==> src/rtl/alu_pkg.sv <==
// Shared definitions for the sequential ALU: operation codes, FSM state
// encoding and the signed-overflow helper used by the add/subtract path.
package alu_pkg;

    localparam logic [2:0] OP_AND = 3'b000;
    localparam logic [2:0] OP_OR  = 3'b001;
    localparam logic [2:0] OP_ADD = 3'b010;
    localparam logic [2:0] OP_MUL = 3'b011;
    localparam logic [2:0] OP_SUB = 3'b110;
    localparam logic [2:0] OP_SLT = 3'b111;

    typedef enum logic [0:0] {
        ST_IDLE = 1'b0,
        ST_MUL  = 1'b1
    } state_e;

    // Overflow when both addend signs agree but the sum's sign differs.
    function automatic logic add_ovf(input logic sign_a, input logic sign_b, input logic sign_r);
        return (sign_a == sign_b) && (sign_r != sign_a);
    endfunction

endpackage

==> src/rtl/mul_shift_add.sv <==
// Shift-add multiplier core: holds the 2*WIDTH accumulator, the multiplicand,
// the shifting multiplier and the step counter. One step per cycle on step=1.
module mul_shift_add
    import alu_pkg::*;
#(
    parameter int WIDTH = 32
) (
    input  logic               clk,
    input  logic               rst_n,
    input  logic               load,
    input  logic               step,
    input  logic [WIDTH-1:0]   a,
    input  logic [WIDTH-1:0]   b,
    output logic [2*WIDTH-1:0] prod_next,
    output logic               last
);

    localparam int CNT_W = (WIDTH > 2) ? $clog2(WIDTH) : 1;

    logic [2*WIDTH-1:0] acc_q, acc_d;
    logic [WIDTH-1:0]   mcand_q, mcand_d;
    logic [WIDTH-1:0]   mplier_q, mplier_d;
    logic [CNT_W-1:0]   cnt_q, cnt_d;

    logic [WIDTH-1:0]   addend_s;
    logic [WIDTH:0]     sum_s;
    logic [2*WIDTH-1:0] step_acc_s;

    // Accumulator value after one step: add into the upper half, shift right.
    always_comb begin
        if (mplier_q[0]) begin
            addend_s = mcand_q;
        end else begin
            addend_s = {WIDTH{1'b0}};
        end
        sum_s      = {1'b0, acc_q[2*WIDTH-1:WIDTH]} + {1'b0, addend_s};
        step_acc_s = {sum_s, acc_q[WIDTH-1:1]};
    end

    // Next-state selection for load, step or hold.
    always_comb begin
        acc_d    = acc_q;
        mcand_d  = mcand_q;
        mplier_d = mplier_q;
        cnt_d    = cnt_q;
        if (load) begin
            acc_d    = {(2*WIDTH){1'b0}};
            mcand_d  = a;
            mplier_d = b;
            cnt_d    = CNT_W'(WIDTH - 1);
        end else if (step) begin
            acc_d    = step_acc_s;
            mplier_d = {1'b0, mplier_q[WIDTH-1:1]};
            cnt_d    = cnt_q - {{(CNT_W-1){1'b0}}, 1'b1};
        end else begin
            acc_d    = acc_q;
        end
    end

    // Multiplier state registers.
    always_ff @(posedge clk or negedge rst_n) begin
        if (!rst_n) begin
            acc_q    <= {(2*WIDTH){1'b0}};
            mcand_q  <= {WIDTH{1'b0}};
            mplier_q <= {WIDTH{1'b0}};
            cnt_q    <= {CNT_W{1'b0}};
        end else begin
            acc_q    <= acc_d;
            mcand_q  <= mcand_d;
            mplier_q <= mplier_d;
            cnt_q    <= cnt_d;
        end
    end

    assign prod_next = step_acc_s;
    assign last      = (cnt_q == {CNT_W{1'b0}});

endmodule

==> src/rtl/seq_alu.sv <==
// Registered ALU with single-cycle logic/arithmetic ops and a multi-cycle
// shift-add multiply behind a start/busy/done handshake.
module seq_alu
    import alu_pkg::*;
#(
    parameter int WIDTH = 32
) (
    input  logic             clk,
    input  logic             rst_n,
    input  logic             start,
    input  logic [2:0]       op,
    input  logic [WIDTH-1:0] a,
    input  logic [WIDTH-1:0] b,
    output logic             busy,
    output logic             done,
    output logic [WIDTH-1:0] result,
    output logic [WIDTH-1:0] result_hi,
    output logic             cout,
    output logic             ovf,
    output logic             zero,
    output logic             illegal
);

    localparam int MSB = WIDTH - 1;

    state_e state_q, state_d;

    logic [WIDTH-1:0] result_q, result_d;
    logic [WIDTH-1:0] result_hi_q, result_hi_d;
    logic             cout_q, cout_d;
    logic             ovf_q, ovf_d;
    logic             zero_q, zero_d;
    logic             illegal_q, illegal_d;
    logic             done_q, done_d;
    logic             busy_q, busy_d;

    logic             accept_s;
    logic             mul_load_s;
    logic             mul_step_s;
    logic             mul_last_s;
    logic [2*WIDTH-1:0] mul_prod_s;

    logic [WIDTH:0]   add_s;
    logic [WIDTH:0]   sub_s;
    logic             ovf_add_s;
    logic             ovf_sub_s;
    logic [WIDTH-1:0] alu_res_s;
    logic             alu_cout_s;
    logic             alu_ovf_s;
    logic             alu_ill_s;

    assign accept_s   = start && (state_q == ST_IDLE);
    assign mul_load_s = accept_s && (op == OP_MUL);
    assign mul_step_s = (state_q == ST_MUL);

    mul_shift_add #(
        .WIDTH (WIDTH)
    ) u_mul (
        .clk       (clk),
        .rst_n     (rst_n),
        .load      (mul_load_s),
        .step      (mul_step_s),
        .a         (a),
        .b         (b),
        .prod_next (mul_prod_s),
        .last      (mul_last_s)
    );

    // Single-cycle datapath; SUB uses a + ~b + 1 so cout=1 means no borrow.
    always_comb begin
        add_s      = {1'b0, a} + {1'b0, b};
        sub_s      = {1'b0, a} + {1'b0, ~b} + {{WIDTH{1'b0}}, 1'b1};
        ovf_add_s  = add_ovf(a[MSB], b[MSB], add_s[MSB]);
        ovf_sub_s  = add_ovf(a[MSB], ~b[MSB], sub_s[MSB]);
        alu_res_s  = {WIDTH{1'b0}};
        alu_cout_s = 1'b0;
        alu_ovf_s  = 1'b0;
        alu_ill_s  = 1'b0;
        case (op)
            OP_AND: alu_res_s = a & b;
            OP_OR:  alu_res_s = a | b;
            OP_ADD: begin
                alu_res_s  = add_s[WIDTH-1:0];
                alu_cout_s = add_s[WIDTH];
                alu_ovf_s  = ovf_add_s;
            end
            OP_SUB: begin
                alu_res_s  = sub_s[WIDTH-1:0];
                alu_cout_s = sub_s[WIDTH];
                alu_ovf_s  = ovf_sub_s;
            end
            OP_SLT: alu_res_s = {{(WIDTH-1){1'b0}}, sub_s[MSB] ^ ovf_sub_s};
            OP_MUL: alu_res_s = {WIDTH{1'b0}};
            default: alu_ill_s = 1'b1;
        endcase
    end

    // FSM next state.
    always_comb begin
        state_d = state_q;
        case (state_q)
            ST_IDLE: begin
                if (mul_load_s) begin
                    state_d = ST_MUL;
                end else begin
                    state_d = ST_IDLE;
                end
            end
            ST_MUL: begin
                if (mul_last_s) begin
                    state_d = ST_IDLE;
                end else begin
                    state_d = ST_MUL;
                end
            end
            default: state_d = ST_IDLE;
        endcase
    end

    // Output register next values; everything but done holds between ops.
    always_comb begin
        result_d    = result_q;
        result_hi_d = result_hi_q;
        cout_d      = cout_q;
        ovf_d       = ovf_q;
        zero_d      = zero_q;
        illegal_d   = illegal_q;
        done_d      = 1'b0;
        busy_d      = (state_d == ST_MUL);
        case (state_q)
            ST_IDLE: begin
                if (accept_s && (op != OP_MUL)) begin
                    result_d    = alu_res_s;
                    result_hi_d = {WIDTH{1'b0}};
                    cout_d      = alu_cout_s;
                    ovf_d       = alu_ovf_s;
                    zero_d      = (alu_res_s == {WIDTH{1'b0}});
                    illegal_d   = alu_ill_s;
                    done_d      = 1'b1;
                end else begin
                    done_d      = 1'b0;
                end
            end
            ST_MUL: begin
                if (mul_last_s) begin
                    result_d    = mul_prod_s[WIDTH-1:0];
                    result_hi_d = mul_prod_s[2*WIDTH-1:WIDTH];
                    cout_d      = 1'b0;
                    ovf_d       = 1'b0;
                    zero_d      = (mul_prod_s[WIDTH-1:0] == {WIDTH{1'b0}});
                    illegal_d   = 1'b0;
                    done_d      = 1'b1;
                end else begin
                    done_d      = 1'b0;
                end
            end
            default: done_d = 1'b0;
        endcase
    end

    // State and output registers.
    always_ff @(posedge clk or negedge rst_n) begin
        if (!rst_n) begin
            state_q     <= ST_IDLE;
            result_q    <= {WIDTH{1'b0}};
            result_hi_q <= {WIDTH{1'b0}};
            cout_q      <= 1'b0;
            ovf_q       <= 1'b0;
            zero_q      <= 1'b0;
            illegal_q   <= 1'b0;
            done_q      <= 1'b0;
            busy_q      <= 1'b0;
        end else begin
            state_q     <= state_d;
            result_q    <= result_d;
            result_hi_q <= result_hi_d;
            cout_q      <= cout_d;
            ovf_q       <= ovf_d;
            zero_q      <= zero_d;
            illegal_q   <= illegal_d;
            done_q      <= done_d;
            busy_q      <= busy_d;
        end
    end

    assign result    = result_q;
    assign result_hi = result_hi_q;
    assign cout      = cout_q;
    assign ovf       = ovf_q;
    assign zero      = zero_q;
    assign illegal   = illegal_q;
    assign done      = done_q;
    assign busy      = busy_q;

endmodule

==> config.mk <==
export PLATFORM = sky130hd
export DESIGN_NAME = seq_alu
export DESIGN_NICKNAME = d
export VERILOG_FILES = /design/src/rtl/alu_pkg.sv /design/src/rtl/mul_shift_add.sv /design/src/rtl/seq_alu.sv
export SDC_FILE = /design/constraint.sdc
export NUM_CORES = 1
export LEC_CHECK = 0
export CORE_ASPECT_RATIO = 0.75
export CORE_UTILIZATION = 50
export DETAILED_ROUTE_END_ITERATION = 8
export GPL_TIMING_DRIVEN = 1
export PLACE_DENSITY = 0.74
export SYNTH_ARGS = -nofsm -noshare
export SYNTH_HDL_FRONTEND = slang
export SYNTH_SLANG_ARGS = --single-unit
==> constraint.sdc <==
create_clock -name clk -period 3.4 [get_ports clk]
set_clock_uncertainty 0.1 [all_clocks]
set_input_delay 0.68 -clock clk [delete_from_list [all_inputs] [get_ports clk]]
set_output_delay 0.68 -clock clk [all_outputs]
set_load 0.02 [all_outputs]
# [Word level (Yosys, flattened, before mapping)]
# Cells that the tools add are included.
[word_totals] reg_bits=203 wordCells=80 inputBits=70 output_inout_bits=70
[op_classes] n_addsub=5 reduce_logical=12 n_eq_ne=12 bitwise_logic=6 mux=33
[ops] cell="32-bit two-way mux" count=7
[ops] cell="32-bit one-hot mux with 5 select lines" count=1
[ops] cell="64-bit two-way mux" count=2
[ops] cell="32-bit one-hot mux with 2 select lines" count=2
[ops] cell="32-bit by 32-bit adder with 33-bit output" count=3
[ops] cell="32-bit logical NOT" count=2
[ops] cell="33-bit by 1-bit adder with 33-bit output (second input constant)" count=1
[ops] cell="32-bit bitwise AND" count=1
[ops] cell="32-bit NOT" count=1
[ops] cell="32-bit OR" count=1
[ops] cell="1-bit one-hot mux with 2 select lines" count=8
[ops] cell="1-bit two-way mux" count=11
[ops] cell="5-bit two-way mux" count=2
[ops] cell="3-bit by 2-bit equality test with 1-bit output (second input constant)" count=2
[ops] cell="3-bit equality test (second input constant)" count=2
[ops] cell="6-bit OR reduction" count=1
[ops] cell="1-bit logical AND" count=5
[ops] cell="5-bit logical NOT" count=1
[ops] cell="5-bit by 1-bit subtractor with 5-bit output (second input constant)" count=1
[ops] cell="2-bit by 1-bit != test with 1-bit output (second input constant)" count=2
[ops] cell="3-bit by 1-bit equality test with 1-bit output (second input constant)" count=1
[ops] cell="3-bit logical NOT" count=1
[ops] cell="3-bit by 2-bit != test with 1-bit output (second input constant)" count=1
[ops] cell="1-bit equality test" count=2
[ops] cell="other kinds (5)" count=7

# [Logic depth before layout (Yosys ltp)]
[logic_depth] depth_word=10 mapped_depth=16 mapped_depth_nobuf=16

# [By module]
# From an unflattened synthesis, not the netlist that was laid out.
[hier_totals] cells_unflattened=1875 area_unflattened_um2=16086.7
[modules_own_cells] module="seq_alu" area_per_inst_um2=8383.0 instances=1 seq_area_each_um2=1751.7 cells_per_inst=1117
[modules_own_cells] module="mul_shift_add" area_per_inst_um2=7703.6 instances=1 seq_area_each_um2=3303.2 cells_per_inst=758

# [Worst setup path before layout]
# Ideal clock, no wire load.
[synth_path] kind="input to register" from="in a[0]" to="reg zero_q (netlist: zero)" path_stages=16 setup_ns=0.064 t_arrival_ns=3.910 slack_ns=-0.674 required_ns=3.236 n_path_buf=0 path_cell_list="inv_1 ha_1 inv_1 fa_1 nand2b_4 a2111oi_4 o31ai_4 a211oi_4 o21ai_2 a21oi_4 a2111oi_1 a311o_1 a2111o_1 or4_1 nor4_2 a21o_1"
[synth_via] elab_chain_len=9
[synth_lines] item="start, declared" line_no="seq_alu.sv:12" text="input logic [WIDTH-1:0] a,"
[synth_lines] item="32-bit by 32-bit adder with 33-bit output" line_no="seq_alu.sv:72" text="sub_s = {1'b0, a} + {1'b0, ~b} + {{WIDTH{1'b0}}, 1'b1};"
[synth_lines] item="33-bit by 1-bit adder with 33-bit output" line_no="seq_alu.sv:72"
[synth_lines] item="1-bit != test" line_no="alu_pkg.sv:19" text="return (sign_a == sign_b) && (sign_r != sign_a);"
[synth_lines] item="1-bit logical AND" line_no="alu_pkg.sv:19"
[synth_lines] item="1-bit bitwise XOR" line_no="seq_alu.sv:92" text="OP_SLT: alu_res_s = {{(WIDTH-1){1'b0}}, sub_s[MSB] ^ ovf_sub_s};"
[synth_lines] item="32-bit one-hot mux with 5 select lines *" line_no="seq_alu.sv:79" text="case (op)"
[synth_lines] item="32-bit logical NOT *" line_no="seq_alu.sv:137" text="zero_d = (alu_res_s == {WIDTH{1'b0}});"
[synth_lines] item="1-bit two-way mux *" line_no="seq_alu.sv:132" text="if (accept_s && (op != OP_MUL)) begin"
[synth_lines] item="1-bit one-hot mux with 2 select lines *" line_no="seq_alu.sv:130" text="case (state_q)"
[synth_lines] item="end signal, assigned" line_no="seq_alu.sv:179" text="zero_q <= zero_d;"
[synth_lines] item="end, declared" line_no="seq_alu.sv:32" text="logic zero_q, zero_d;"
# Every way passes the cells marked *; elsewhere a longest branch is shown, timed or not. The select of a mux whose other input is x is not followed.
# A chain may end at the register's enable or synchronous reset.

# [Worst setup path after layout]
# Same ends and word-level chain as after synthesis.

==> run summary <==
Status -> finished, violations left
Failing checks -> setup timing
Max Fclk -> 256 MHz
First-pass GRT wire length -> 84000 µm
Synth Flop Type -> dfrtp_1
Leakage -> 0.0109 µW
GRT Util Overall -> 36.3%
Core region area -> 28400 µm²
Pwr dens -> 583 nW/µm²
Final #Nets -> 2484
Critical Path Stages -> 20
Synth area leader -> dfrtp_1
Worst Setup Start Kind -> input port
Clk root buf -> clkbuf_16
Peak supply drop -> 0.597 mV
Row cnt -> 53
RSZ-0062 raised after global routing -> yes
Fillers -> 1928
Yosys top cell area share -> 34.4%
Post-place setup slack -> -1.62 ns
CTS tree -> built
Headroom to the max-slew limit -> 56.8%
Post-DP Area -> 19600 µm²
Bufs on Longest Clock Path -> 3
Total die area -> 30100 µm²
Chip height -> 150 µm
# DRC -> 0
Crit-path max cell delay -> 0.55 ns
Vias/cell -> 5.89
Crit. End Element -> flop
Syn-to-layout area delta -> 49.5%
Io pins -> 140
HP Class -> input port to asynchronous set/reset pin
Crit path time final -> 3.90 ns
Share of cells above drive strength 1 -> 34.6%
Remaining antenna violation count -> 0
Final count of pins violating max slew -> 0
Synthesized area per cell -> 8.60 µm²
Vias -> 15724
Reg-to-Reg End -> result_hi[31]
CTS sink count -> 202
Synth top area cells -> dfrtp_1 (34%), ha_1 (12%), nand2_1 (5.6%)
Grt ovf -> 0
GPL Wtd Cong -> 1.01
Post-synth EDFFs -> 0
Post-CTS Hold Fix Bufs -> 0
Yosys cell types -> 81
YS warnings -> 0
Tcrit/Tclk final -> 115%
Critical Path AT -> 4.28 ns
Async S/R FF share, synth -> 100%
Initial Utilization -> 51.6%
Dpl hpwl -> 40300 µm
Sequential cell area -> 5060 µm²
#FFs+latches synth -> 202
CP Class -> input port to flop
Post-route setup slack -> -0.501 ns
Clock slew at reported path FFs -> 0.06 ns
Family with the most delay on the worst path -> compound AO/OA/AOI/OAI gates
# setup viols final -> 20
R2r setup slk -> -0.22 ns
Max FO, Critical Path -> 4
WL per Instance -> 20.9 µm
DRT iter0 DRCs -> 1463
Worst path required time -> 3.78 ns
Final instance area -> 22000 µm²
Cell area after synthesis -> 14700 µm²
Most frequent cells in the layout -> buf_4 (462), nand2_1 (212), dfrtp_1 (200), inv_1 (117), o21ai_0 (115)
Total power draw -> 12800 µW
Syn Nets -> 1921
DR pass1 iterations -> 6
N_diodes -> 0
CP bufs+invs -> 8
Clock Latency Late Sink -> 0.54 ns
Chip Width -> 200 µm
Critical R2R Launch -> u_mul.mplier_q[0]
Synth Instances -> 1709
Max-cap violation count -> 0
H-tree depth -> 1
PortBufs -> 139
Initial antenna violation count -> 0
Multi-input gate area -> 9900 µm²
Cts bufs inserted -> 22
Slowest CP cell -> or4_4
CP Cell Sequence -> buf_8 -> buf_6 -> inv_12 -> ha_4 -> buf_4 -> buf_6 -> buf_6 -> nor2_4 -> o311ai_4 -> a211oi_4 -> buf_4 -> o31ai_4 -> xnor2_1 -> a221o_1 -> nor4_4 -> buf_4 -> nand4b_1 -> or4_4 -> nor4_2 -> a21o_1
Worst Tran Pin Value -> 0.648 ns
Drt total wl -> 55900 µm
Vias in the first global route -> 15259
Pin count of the biggest net entering global routing -> 81
Final Hold Fails -> 0
R2r worst-path depth -> 16
Part of the Yosys area used for sequential elements -> 34.4%
Commonest non-fill, non-tap cell in the layout -> buf_4
[synth_stat cells, drive strengths merged (29+ instances only)]
cell	count
nand3	29
a222oi	31
inv	164
a22o	44
clkbuf	70
a21o	41
and2	34
ha	139
nor2	87
mux2i	52
xnor2	43
a21oi	87
dfrtp	202
nand2	218
o21ai	145
[cell type report]
cell class	instances	area share (%)
multi-input combinational	1248	45.1
timing repair buffer	633	23.6
sequential	202	23.0
clock buffer	30	2.97
inverter	165	2.89
tap	385	2.19
clock inverter	8	0.228
[layer usage]
| metal | wire, µm | GRT usage, % | share of wire, % | vias to the layer above |
|---|---|---|---|---|
| met5 | 0 | 0 | 0 | - |
| li1 | - | - | - | 7204 |
| met2 | 25800 | 59.0 | 46 | 690 |
| met1 | 23900 | 49.6 | 43 | 7688 |
| met3 | 3980 | 5.06 | 7.1 | 142 |
| met4 | 2280 | 12.2 | 4.1 | 0 |
[worst max path at each step]
stage                     start  endpoint
after floorplan            a[0]      zero
after global placement     a[0]      zero
after detailed placement   a[0]      zero
after CTS                  a[0]      zero
after global routing       a[0]      zero
final                      a[0]      zero
[stage by stage]
step	util (%)	TNS (ns)	hold WS (ns)	std cells
3_5_place_dp	68.7	-27.21	0.357	2568
6_report	77.2	-2.70	0.00313	2671
2_1_floorplan	-	-0.458	0.284	1709
4_1_cts	75.2	-2.10	0.0144	2655
3_3_place_gp	68.7	-24.74	0.352	2568
5_1_grt	77.2	-4.59	0.0225	2671
[worst register-to-register path: cells and delay by family (launching register included)]
| kind | cells | cell delay, ns |
|---|---|---|
| fa+ha+maj | 1 | 0.27 |
| buf+inv | 2 | 0.24 |
| flops | 1 | 0.47 |
| simple gates | 1 | 0.14 |
| compound gates | 12 | 2.31 |
[state kept, by name, summed over array words and instances (netlist names)]
signal / flops
u_mul.mcand_q: 32
ovf: 1
illegal: 1
cout: 1
u_mul.mplier_q: 32
done: 1
result: 32
zero: 1
u_mul.acc_q: 63
result_hi: 32
busy: 1
u_mul.cnt_q: 5
[logic make-up (layout without fill, tap and decap cells)]
logic type	count (synthesis)	count (layout)	synth area share (%)
XOR/XNOR	55	55	3.28
multiplexers	57	57	3.93
flip-flops	202	202	34.4
adder cells (fa/ha/maj)	142	142	12.2
AO/OA/AOI/OAI	519	519	24.4
AND/OR/NAND/NOR	475	475	15.0
buffers and inverters	259	836	6.77
[report_power, final]
group	internal, µW	switching, µW
Sequential	3310	663
Clock	1340	1040
Combinational	2950	3500
[what timing repair did]
action | in CTS | in global routing
pin swaps | 88 | 96
gates resized for setup | 273 | 111
setup endpoints to repair | 36 | 32
cloned | 1 | 0
buffers inserted | 53 | 18
No activity file was read; power rests on OpenSTA's default activity.
